### src/rtl/alu_share_arbiter_pkg.sv
// Shared definitions for the ALU sharing arbiter: ALU opcodes, flag bit
// positions within rsp_flags, and the arbiter state encoding.
package alu_pkg;
   localparam int WIDTH_DEF  = 32;
   localparam int ALUC_W_DEF = 4;

   localparam logic [3:0] ALUC_ADDU = 4'b0000;
   localparam logic [3:0] ALUC_SUBU = 4'b0001;
   localparam logic [3:0] ALUC_ADD  = 4'b0010;
   localparam logic [3:0] ALUC_SUB  = 4'b0011;
   localparam logic [3:0] ALUC_AND  = 4'b0100;
   localparam logic [3:0] ALUC_OR   = 4'b0101;
   localparam logic [3:0] ALUC_XOR  = 4'b0110;
   localparam logic [3:0] ALUC_NOR  = 4'b0111;
   localparam logic [3:0] ALUC_LUI  = 4'b1000;
   localparam logic [3:0] ALUC_SLTU = 4'b1010;
   localparam logic [3:0] ALUC_SLT  = 4'b1011;
   localparam logic [3:0] ALUC_SRA  = 4'b1100;
   localparam logic [3:0] ALUC_SRL  = 4'b1101;
   localparam logic [3:0] ALUC_SLL  = 4'b1110;

   // rsp_flags = {zero, carry, negative, overflow}
   localparam int FLAG_ZERO  = 3;
   localparam int FLAG_CARRY = 2;
   localparam int FLAG_NEG   = 1;
   localparam int FLAG_OVF   = 0;

   typedef enum logic [1:0] {
      ST_IDLE = 2'b00,
      ST_EXEC = 2'b01,
      ST_RESP = 2'b10
   } state_t;
endpackage

### src/rtl/alu_share_arbiter_if.sv
// Request/response bundle between the two requesters and the ALU arbiter.
interface alu_share_arbiter_if #(
   parameter int WIDTH  = 32,
   parameter int ALUC_W = 4
);
   logic              req0_valid, req0_ready;
   logic [WIDTH-1:0]  req0_a, req0_b;
   logic [ALUC_W-1:0] req0_aluc;
   logic              req1_valid, req1_ready;
   logic [WIDTH-1:0]  req1_a, req1_b;
   logic [ALUC_W-1:0] req1_aluc;
   logic              rsp0_valid, rsp0_ready;
   logic              rsp1_valid, rsp1_ready;
   logic [WIDTH-1:0]  rsp_r;
   logic [3:0]        rsp_flags;

   modport master (
      output req0_valid, req0_a, req0_b, req0_aluc,
      output req1_valid, req1_a, req1_b, req1_aluc,
      output rsp0_ready, rsp1_ready,
      input  req0_ready, req1_ready, rsp0_valid, rsp1_valid, rsp_r, rsp_flags
   );

   modport slave (
      input  req0_valid, req0_a, req0_b, req0_aluc,
      input  req1_valid, req1_a, req1_b, req1_aluc,
      input  rsp0_ready, rsp1_ready,
      output req0_ready, req1_ready, rsp0_valid, rsp1_valid, rsp_r, rsp_flags
   );
endinterface

### src/rtl/alu_share_arbiter_rr_arb2.sv
// Two-way round-robin grant: a lone requester always wins, a tie goes to prio_i.
module rr_arb2 (
   input  logic valid0_i,
   input  logic valid1_i,
   input  logic prio_i,
   output logic grant0_o,
   output logic grant1_o
);
   assign grant0_o = valid0_i & (~valid1_i | ~prio_i);
   assign grant1_o = valid1_i & (~valid0_i |  prio_i);
endmodule

### src/rtl/alu_share_arbiter.sv
// Time-shares one external combinational ALU between two requesters.
// Operands are registered on grant, result/flags registered after one EXEC cycle.
module alu_share_arbiter
   import alu_pkg::*;
#(
   parameter int WIDTH     = 32,
   parameter int ALUC_W    = 4,
   parameter bit INIT_PRIO = 1'b0
) (
   input  logic               clk,
   input  logic               rst,
   input  logic               flush,
   alu_share_arbiter_if.slave bus,
   output logic [WIDTH-1:0]   alu_a,
   output logic [WIDTH-1:0]   alu_b,
   output logic [ALUC_W-1:0]  alu_aluc,
   input  logic [WIDTH-1:0]   alu_r,
   input  logic               alu_zero,
   input  logic               alu_carry,
   input  logic               alu_negative,
   input  logic               alu_overflow
);
   state_t            state_q, state_d;
   logic [WIDTH-1:0]  op_a_q, op_a_d, op_b_q, op_b_d;
   logic [ALUC_W-1:0] op_aluc_q, op_aluc_d;
   logic              owner_q, owner_d, prio_q, prio_d;
   logic [WIDTH-1:0]  rsp_r_q, rsp_r_d;
   logic [3:0]        rsp_flags_q, rsp_flags_d;

   logic owner_rsp_ready, grant_win, gnt0, gnt1, grant;

   rr_arb2 u_arb (
      .valid0_i (bus.req0_valid),
      .valid1_i (bus.req1_valid),
      .prio_i   (prio_q),
      .grant0_o (gnt0),
      .grant1_o (gnt1)
   );

   // Grants open in IDLE, or in RESP on the very cycle the owner drains its result.
   assign owner_rsp_ready = owner_q ? bus.rsp1_ready : bus.rsp0_ready;
   assign grant_win = ~rst & ~flush &
                      ((state_q == ST_IDLE) | ((state_q == ST_RESP) & owner_rsp_ready));
   assign grant = grant_win & (gnt0 | gnt1);

   assign bus.req0_ready = grant_win & gnt0;
   assign bus.req1_ready = grant_win & gnt1;
   assign bus.rsp0_valid = (state_q == ST_RESP) & ~owner_q;
   assign bus.rsp1_valid = (state_q == ST_RESP) &  owner_q;
   assign bus.rsp_r      = rsp_r_q;
   assign bus.rsp_flags  = rsp_flags_q;
   assign alu_a          = op_a_q;
   assign alu_b          = op_b_q;
   assign alu_aluc       = op_aluc_q;

   always_comb begin
      state_d     = state_q;
      op_a_d      = op_a_q;
      op_b_d      = op_b_q;
      op_aluc_d   = op_aluc_q;
      owner_d     = owner_q;
      prio_d      = prio_q;
      rsp_r_d     = rsp_r_q;
      rsp_flags_d = rsp_flags_q;

      case (state_q)
         ST_IDLE: if (grant) state_d = ST_EXEC;
         ST_EXEC: begin
            state_d     = ST_RESP;
            rsp_r_d     = alu_r;
            rsp_flags_d = {alu_zero, alu_carry, alu_negative, alu_overflow};
         end
         ST_RESP: if (owner_rsp_ready) state_d = grant ? ST_EXEC : ST_IDLE;
         default: state_d = ST_IDLE;
      endcase

      if (grant) begin
         op_a_d    = gnt1 ? bus.req1_a    : bus.req0_a;
         op_b_d    = gnt1 ? bus.req1_b    : bus.req0_b;
         op_aluc_d = gnt1 ? bus.req1_aluc : bus.req0_aluc;
         owner_d   = gnt1;
         prio_d    = ~gnt1;
      end

      if (flush) state_d = ST_IDLE;
   end

   always_ff @(posedge clk or posedge rst) begin
      if (rst) begin
         state_q     <= ST_IDLE;
         op_a_q      <= '0;
         op_b_q      <= '0;
         op_aluc_q   <= '0;
         owner_q     <= 1'b0;
         prio_q      <= INIT_PRIO;
         rsp_r_q     <= '0;
         rsp_flags_q <= '0;
      end else begin
         state_q     <= state_d;
         op_a_q      <= op_a_d;
         op_b_q      <= op_b_d;
         op_aluc_q   <= op_aluc_d;
         owner_q     <= owner_d;
         prio_q      <= prio_d;
         rsp_r_q     <= rsp_r_d;
         rsp_flags_q <= rsp_flags_d;
      end
   end
endmodule

### src/flat_wrapper.sv
// flat-port wrapper written by rule: the top's interface ports become plain ports
module alu_share_arbiter_flat import alu_pkg::*;
#(
   parameter int WIDTH     = 32,
   parameter int ALUC_W    = 4,
   parameter bit INIT_PRIO = 1'b0
)
  (clk, rst, flush, alu_a, alu_b, alu_aluc, alu_r, alu_zero, alu_carry, alu_negative, alu_overflow, bus_req0_valid, bus_req0_a, bus_req0_b, bus_req0_aluc, bus_req1_valid, bus_req1_a, bus_req1_b, bus_req1_aluc, bus_rsp0_ready, bus_rsp1_ready, bus_req0_ready, bus_req1_ready, bus_rsp0_valid, bus_rsp1_valid, bus_rsp_r, bus_rsp_flags);
  alu_share_arbiter_if #(.WIDTH(WIDTH), .ALUC_W(ALUC_W)) bus_i ();
  input  logic clk;
  input  logic rst;
  input  logic flush;
  output logic [WIDTH-1:0] alu_a;
  output logic [WIDTH-1:0] alu_b;
  output logic [ALUC_W-1:0] alu_aluc;
  input  logic [WIDTH-1:0] alu_r;
  input  logic alu_zero;
  input  logic alu_carry;
  input  logic alu_negative;
  input  logic alu_overflow;
  input wire logic [$bits(bus_i.req0_valid)-1:0] bus_req0_valid;
  input wire logic [$bits(bus_i.req0_a)-1:0] bus_req0_a;
  input wire logic [$bits(bus_i.req0_b)-1:0] bus_req0_b;
  input wire logic [$bits(bus_i.req0_aluc)-1:0] bus_req0_aluc;
  input wire logic [$bits(bus_i.req1_valid)-1:0] bus_req1_valid;
  input wire logic [$bits(bus_i.req1_a)-1:0] bus_req1_a;
  input wire logic [$bits(bus_i.req1_b)-1:0] bus_req1_b;
  input wire logic [$bits(bus_i.req1_aluc)-1:0] bus_req1_aluc;
  input wire logic [$bits(bus_i.rsp0_ready)-1:0] bus_rsp0_ready;
  input wire logic [$bits(bus_i.rsp1_ready)-1:0] bus_rsp1_ready;
  output wire logic [$bits(bus_i.req0_ready)-1:0] bus_req0_ready;
  output wire logic [$bits(bus_i.req1_ready)-1:0] bus_req1_ready;
  output wire logic [$bits(bus_i.rsp0_valid)-1:0] bus_rsp0_valid;
  output wire logic [$bits(bus_i.rsp1_valid)-1:0] bus_rsp1_valid;
  output wire logic [$bits(bus_i.rsp_r)-1:0] bus_rsp_r;
  output wire logic [$bits(bus_i.rsp_flags)-1:0] bus_rsp_flags;
  assign bus_i.req0_valid = bus_req0_valid;
  assign bus_i.req0_a = bus_req0_a;
  assign bus_i.req0_b = bus_req0_b;
  assign bus_i.req0_aluc = bus_req0_aluc;
  assign bus_i.req1_valid = bus_req1_valid;
  assign bus_i.req1_a = bus_req1_a;
  assign bus_i.req1_b = bus_req1_b;
  assign bus_i.req1_aluc = bus_req1_aluc;
  assign bus_i.rsp0_ready = bus_rsp0_ready;
  assign bus_i.rsp1_ready = bus_rsp1_ready;
  assign bus_req0_ready = bus_i.req0_ready;
  assign bus_req1_ready = bus_i.req1_ready;
  assign bus_rsp0_valid = bus_i.rsp0_valid;
  assign bus_rsp1_valid = bus_i.rsp1_valid;
  assign bus_rsp_r = bus_i.rsp_r;
  assign bus_rsp_flags = bus_i.rsp_flags;
  alu_share_arbiter #(.WIDTH(WIDTH), .ALUC_W(ALUC_W), .INIT_PRIO(INIT_PRIO)) u_core (.clk(clk), .rst(rst), .flush(flush), .bus(bus_i), .alu_a(alu_a), .alu_b(alu_b), .alu_aluc(alu_aluc), .alu_r(alu_r), .alu_zero(alu_zero), .alu_carry(alu_carry), .alu_negative(alu_negative), .alu_overflow(alu_overflow));
endmodule
### config.mk
export PLATFORM = sky130hd
export DESIGN_NAME = alu_share_arbiter_flat
export DESIGN_NICKNAME = d
export VERILOG_FILES = /design/src/rtl/alu_share_arbiter_pkg.sv /design/src/rtl/alu_share_arbiter_if.sv /design/src/rtl/alu_share_arbiter_rr_arb2.sv /design/src/rtl/alu_share_arbiter.sv /design/src/flat_wrapper.sv
export SDC_FILE = /design/constraint.sdc
export NUM_CORES = 1
export LEC_CHECK = 0
export CAP_MARGIN = 30
export CORE_MARGIN = 8
export CORE_UTILIZATION = 35
export DETAILED_ROUTE_END_ITERATION = 8
export PLACE_DENSITY = 0.8
export SYNTH_ARGS = -nofsm -noshare
export SYNTH_HDL_FRONTEND = slang
export SYNTH_HIERARCHICAL = 1
export SYNTH_SLANG_ARGS = --single-unit
### constraint.sdc
create_clock -name clk -period 3.6 [get_ports clk]
set_input_delay 0.54 -clock clk [delete_from_list [all_inputs] [get_ports clk]]
set_output_delay 0.54 -clock clk [all_outputs]
set_load 0.01 [all_outputs]
Word level (Yosys, flattened, before mapping)
Index checks and enable logic that the tools add are counted.

Add/sub/neg operators: 0. Shift-type cells: 0. Multipliers: 0. Divide/modulo/power cells: 0. $lt $le $gt $ge: 0. Reductions and logical operators: 2. Bitwise logic cells: 21. Eq/ne operators: 4. Muxes and demuxes: 9.

Operators by type and width (number): 2-to-1 mux 32 bit (2); AND 1 bit (10); inverter 1 bit (7); 2-to-1 mux 2 bit (3); inequality test 3 x 2 -> 1 bit (second input constant) (2); one-hot mux 2 bit (3 select lines) (1); 2-to-1 mux 4 bit (1); OR 1 bit (4); == test 2 x 1 -> 1 bit (second input constant) (1); == test 2 bit (second input constant) (1); logical NOT 2 bit (1); 2-to-1 mux 1 bit (2); AND reduction 2 bit (1).

Bits in read-only memories: 0. Latch bits: 0. Output and inout bits: 108. Register bits after elaboration: 108. Word-level logic and storage cells: 44. Bits of input ports: 179. Memory bits (writable): 0. Memories kept: 0.

Logic depth before layout (Yosys ltp)
Word-level depth: 9. Gate-level depth with buffers: 8. Depth with buffers taken out: 6.

Modules after synthesis
Netlist, hierarchy kept.

By module, submodules not included: alu_share_arbiter (sequential area each 2702.6 um^2, area each 4989.8 um^2, cells an instance 391, instances 1); rr_arb2 (sequential area each 0.0 um^2, area each 18.8 um^2, cells an instance 3, instances 1).

Worst setup path after synthesis
OpenSTA, ideal clock, no wires.

Kind: input -> output. From: input port bus_req1_valid. To: output port bus_req1_ready. Buffers on the path: 2. Arrival: 1.721 ns. Stages on the path: 5. Setup slack: 1.339 ns. Required time: 3.060 ns. Cell sequence: a21boi_1 clkbuf_1 inv_1 a211oi_2 buf_2.

Word-level cells in the longest chain between the ends: 2.

RTL lines: from (decl) (RTL line flat_wrapper.sv:25) `input wire logic [$bits(bus_i.req1_valid)-1:0] bus_req1_valid;`; AND 1 bit (RTL line alu_share_arbiter_rr_arb2.sv:10) `assign grant1_o = valid1_i & (~valid0_i | prio_i);`; AND 1 bit (RTL line alu_share_arbiter.sv:47) `assign bus.req1_ready = grant_win & gnt1;`; to (decl) (RTL line flat_wrapper.sv:32) `output wire logic [$bits(bus_i.req1_ready)-1:0] bus_req1_ready;`.

No other way between the ends.

Worst setup path after layout
From: input port bus_req0_valid. To: output port bus_req0_ready.

Word-level cells in the longest chain between the ends: 2.

RTL lines: from (decl) (RTL line flat_wrapper.sv:21) `input wire logic [$bits(bus_i.req0_valid)-1:0] bus_req0_valid;`; AND 1 bit (RTL line alu_share_arbiter_rr_arb2.sv:9) `assign grant0_o = valid0_i & (~valid1_i | ~prio_i);`; via u_core.gnt0 (RTL line alu_share_arbiter.sv:30) `logic owner_rsp_ready, grant_win, gnt0, gnt1, grant;`; AND 1 bit (RTL line alu_share_arbiter.sv:46) `assign bus.req0_ready = grant_win & gnt0;`; to (decl) (RTL line flat_wrapper.sv:31) `output wire logic [$bits(bus_i.req0_ready)-1:0] bus_req0_ready;`.

The timed path passes the listed nets, and every way through them passes these cells.

==> run metrics <==
status=completed; Seq/Total Area, Yosys=53.96%; Slowest-stage cell, CP=clkdlybuf4s50_1; Avg Cell Area, Syn=12.71 sq um; number of global-route vias before repair=4,921; WP depth=6; post-place instance area=8001 sq um; CTS buffer count=9; syn_nets=573; Max Root-Sink Buffers=2; fin crit share=80.51%; DRC violations left=0; Reg clk slew, reported paths=0.07 ns; final hold vios=0; worst slew pin tran=0.9457 ns; Final Max Slew Viols=0; CTS tree=built; share of cells above drive strength 1=15.59%; DR WL/cell=21.26 microns; CTS resizes=0; worst path cell trace=clkdlybuf4s50_1, a21boi_1, nor4b_1, o21ai_0, inv_1, clkdlybuf4s50_1; CP peak stage delay=0.54 ns; Chip Height=135.6 microns; Worst Path Max Fanout=3; CTS HTree Levels=3; Initial Util=35.94%; worst slack, placed=0.6892 ns; Post-CTS Setup Bufs=0; endpoints failing setup=0; r2r setup slk=1.17 ns; Std-Cell Rows=43; Layout Skew=0.01021 ns; clock latency on the worst-skew pair=0.35 ns; WHS Path Cells=1; Yosys reg bits=108; routed vias/inst=5.364; Buffers on Ports=286; clock root buffer=clkbuf_16; Min Hold Slack=0.5079 ns; Critical Path RT=3.06 ns; Final WS setup=0.7016 ns; post-layout minimum cycle time=2.898 ns; Worst Path Buf+Inv=3; Vias=4,543; Core Box Area=13,930 sq um; Slew HR=35.32%; CP Capture Type=output pin; worst reg-to-reg path cell count=4; R2R Path Start=u_core/state_q[0]; commonest non-fill, non-tap cell in the layout=clkdlybuf4s50_1; Cell Area, Synth=5009 sq um; Reg-to-Reg End=u_core/alu_a[13]; Post-CTS Hold Fix Bufs=0; Total Power=4.662 mW; Antenna Cells=0; Setup CP Type=input pin to output pin; initial antenna violation count=0; Core Util, Final=59.41%; Overflow after GRT=0; P_leak=3.406 nW; Pre-antenna DRT Iters=4; routed wire length=18,010 microns; Post-Syn Instances=394; full die area=18,390 sq um; cell total after placement=831; crit-path most repeated cell=clkdlybuf4s50_1; worst min path class=register to register; HP Start=u_core/bus.rsp_r[0]; final setup TNS=0 ns; RePlAce Congestion=0.8533; fmax=345.0 MHz; final instance area=8278 sq um; RSZ-0062 raised after global routing=false; Yosys Warn Count=6; Max Cap Viol=0; DP Wirelength=13,580 microns; most frequent cells in the layout=clkdlybuf4s50_1 (286), dfrtp_1 (108), mux2_2 (73); clock tree sinks=108; Die Span X=135.6 microns; first-pass GRT wire length=27,490 microns; final antenna-violating net count=0; Largest delay share family, worst path=buffers and inverters; Yosys cell types=23; critical path arrival=2.36 ns; largest net degree at the start of global routing=71; hold worst-path end=u_core/bus.rsp_r[0]; PwrDens=563.2 nW/um^2; # nets final=841; num ports=287; Area Growth Syn to Fin=65.28%; Cell Count, Final, Fillers Out=847; peak supply drop=0.0002382 V; Critical Path Start Type=input pin; Total GRT Usage=19.18%; DRT iter0 DRCs=243
## area by class of cell
class / count / area, sq um
inverters: 57 / 221.5
well taps: 180 / 225.2
flip-flops and latches: 108 / 2703
repair buffers: 296 / 2950
fillers: 1117 / 5657
multi-input cells: 190 / 1902
clock buffers: 10 / 229.0
clock inverters: 6 / 47.55
## cell families (layout without fill, tap and decap cells)
family / after synthesis / count (layout) / share of synthesized area, %
compound gates: 108 / 108 / 19.91
buf+inv: 96 / 369 / 8.569
flops: 108 / 108 / 53.96
mux: 74 / 74 / 16.61
simple gates: 8 / 8 / 0.9492
## worst max-delay path by stage
stage,start,slack (ns),endpoint
after floorplan,rst,0.21,u_core/alu_a[0]
after global placement,rst,0.73,u_core/alu_b[29]
after detailed placement,rst,0.69,u_core/alu_b[21]
after CTS,bus_req0_valid,0.70,bus_req0_ready
after global routing,rst,0.64,bus_req1_ready
final,bus_req0_valid,0.70,bus_req0_ready
## state kept, by name, indices dropped and copies added, names as in the netlist
| register | flops |
|---|---|
| u_core/prio_q | 1 |
| u_core/alu_b | 32 |
| u_core/owner_q | 1 |
| u_core/state_q | 2 |
| u_core/alu_a | 32 |
| u_core/alu_aluc | 4 |
| u_core/bus.rsp_r | 32 |
| u_core/bus.rsp_flags | 4 |
## where the power goes
part | total [mW] | internal [mW] | switching, mW
Clock | 0.938 | 0.478 | 0.460
Combinational | 1.89 | 1.17 | 0.715
Sequential | 1.83 | 1.60 | 0.231
## per-layer routing
metal / track usage, % / wire length, microns / up-vias
met5: 0 / 0 / -
met4: 9.315 / 634 / 0
met3: 6.009 / 1536 / 42
met2: 32.71 / 9108 / 223
met1: 21.23 / 6726 / 2244
li1: - / - / 2034
## cell usage after synthesis, drive strengths merged
| master | instances | area, sq um |
|---|---|---|
| dfrtp | 108 | 2703 |
| mux2 | 73 | 822.0 |
| inv | 57 | 219.0 |
| a2111oi | 50 | 437.9 |
| a221o | 50 | 500.5 |
| clkbuf | 23 | 86.33 |
| buf | 16 | 123.9 |
| a21boi | 2 | 15.01 |
| a21oi | 2 | 10.01 |
| or3 | 2 | 12.51 |
| a211o | 1 | 8.760 |
| a211oi | 1 | 12.51 |
| a21o | 1 | 7.510 |
| mux2i | 1 | 10.01 |
| nand2 | 1 | 3.750 |
| nand2b | 1 | 6.260 |
| nor2 | 1 | 3.750 |
| nor3 | 1 | 5.000 |
| nor3b | 1 | 7.510 |
| nor4b | 1 | 8.760 |
| o21ai | 1 | 5.000 |
Power figures use the tool's default switching activity.
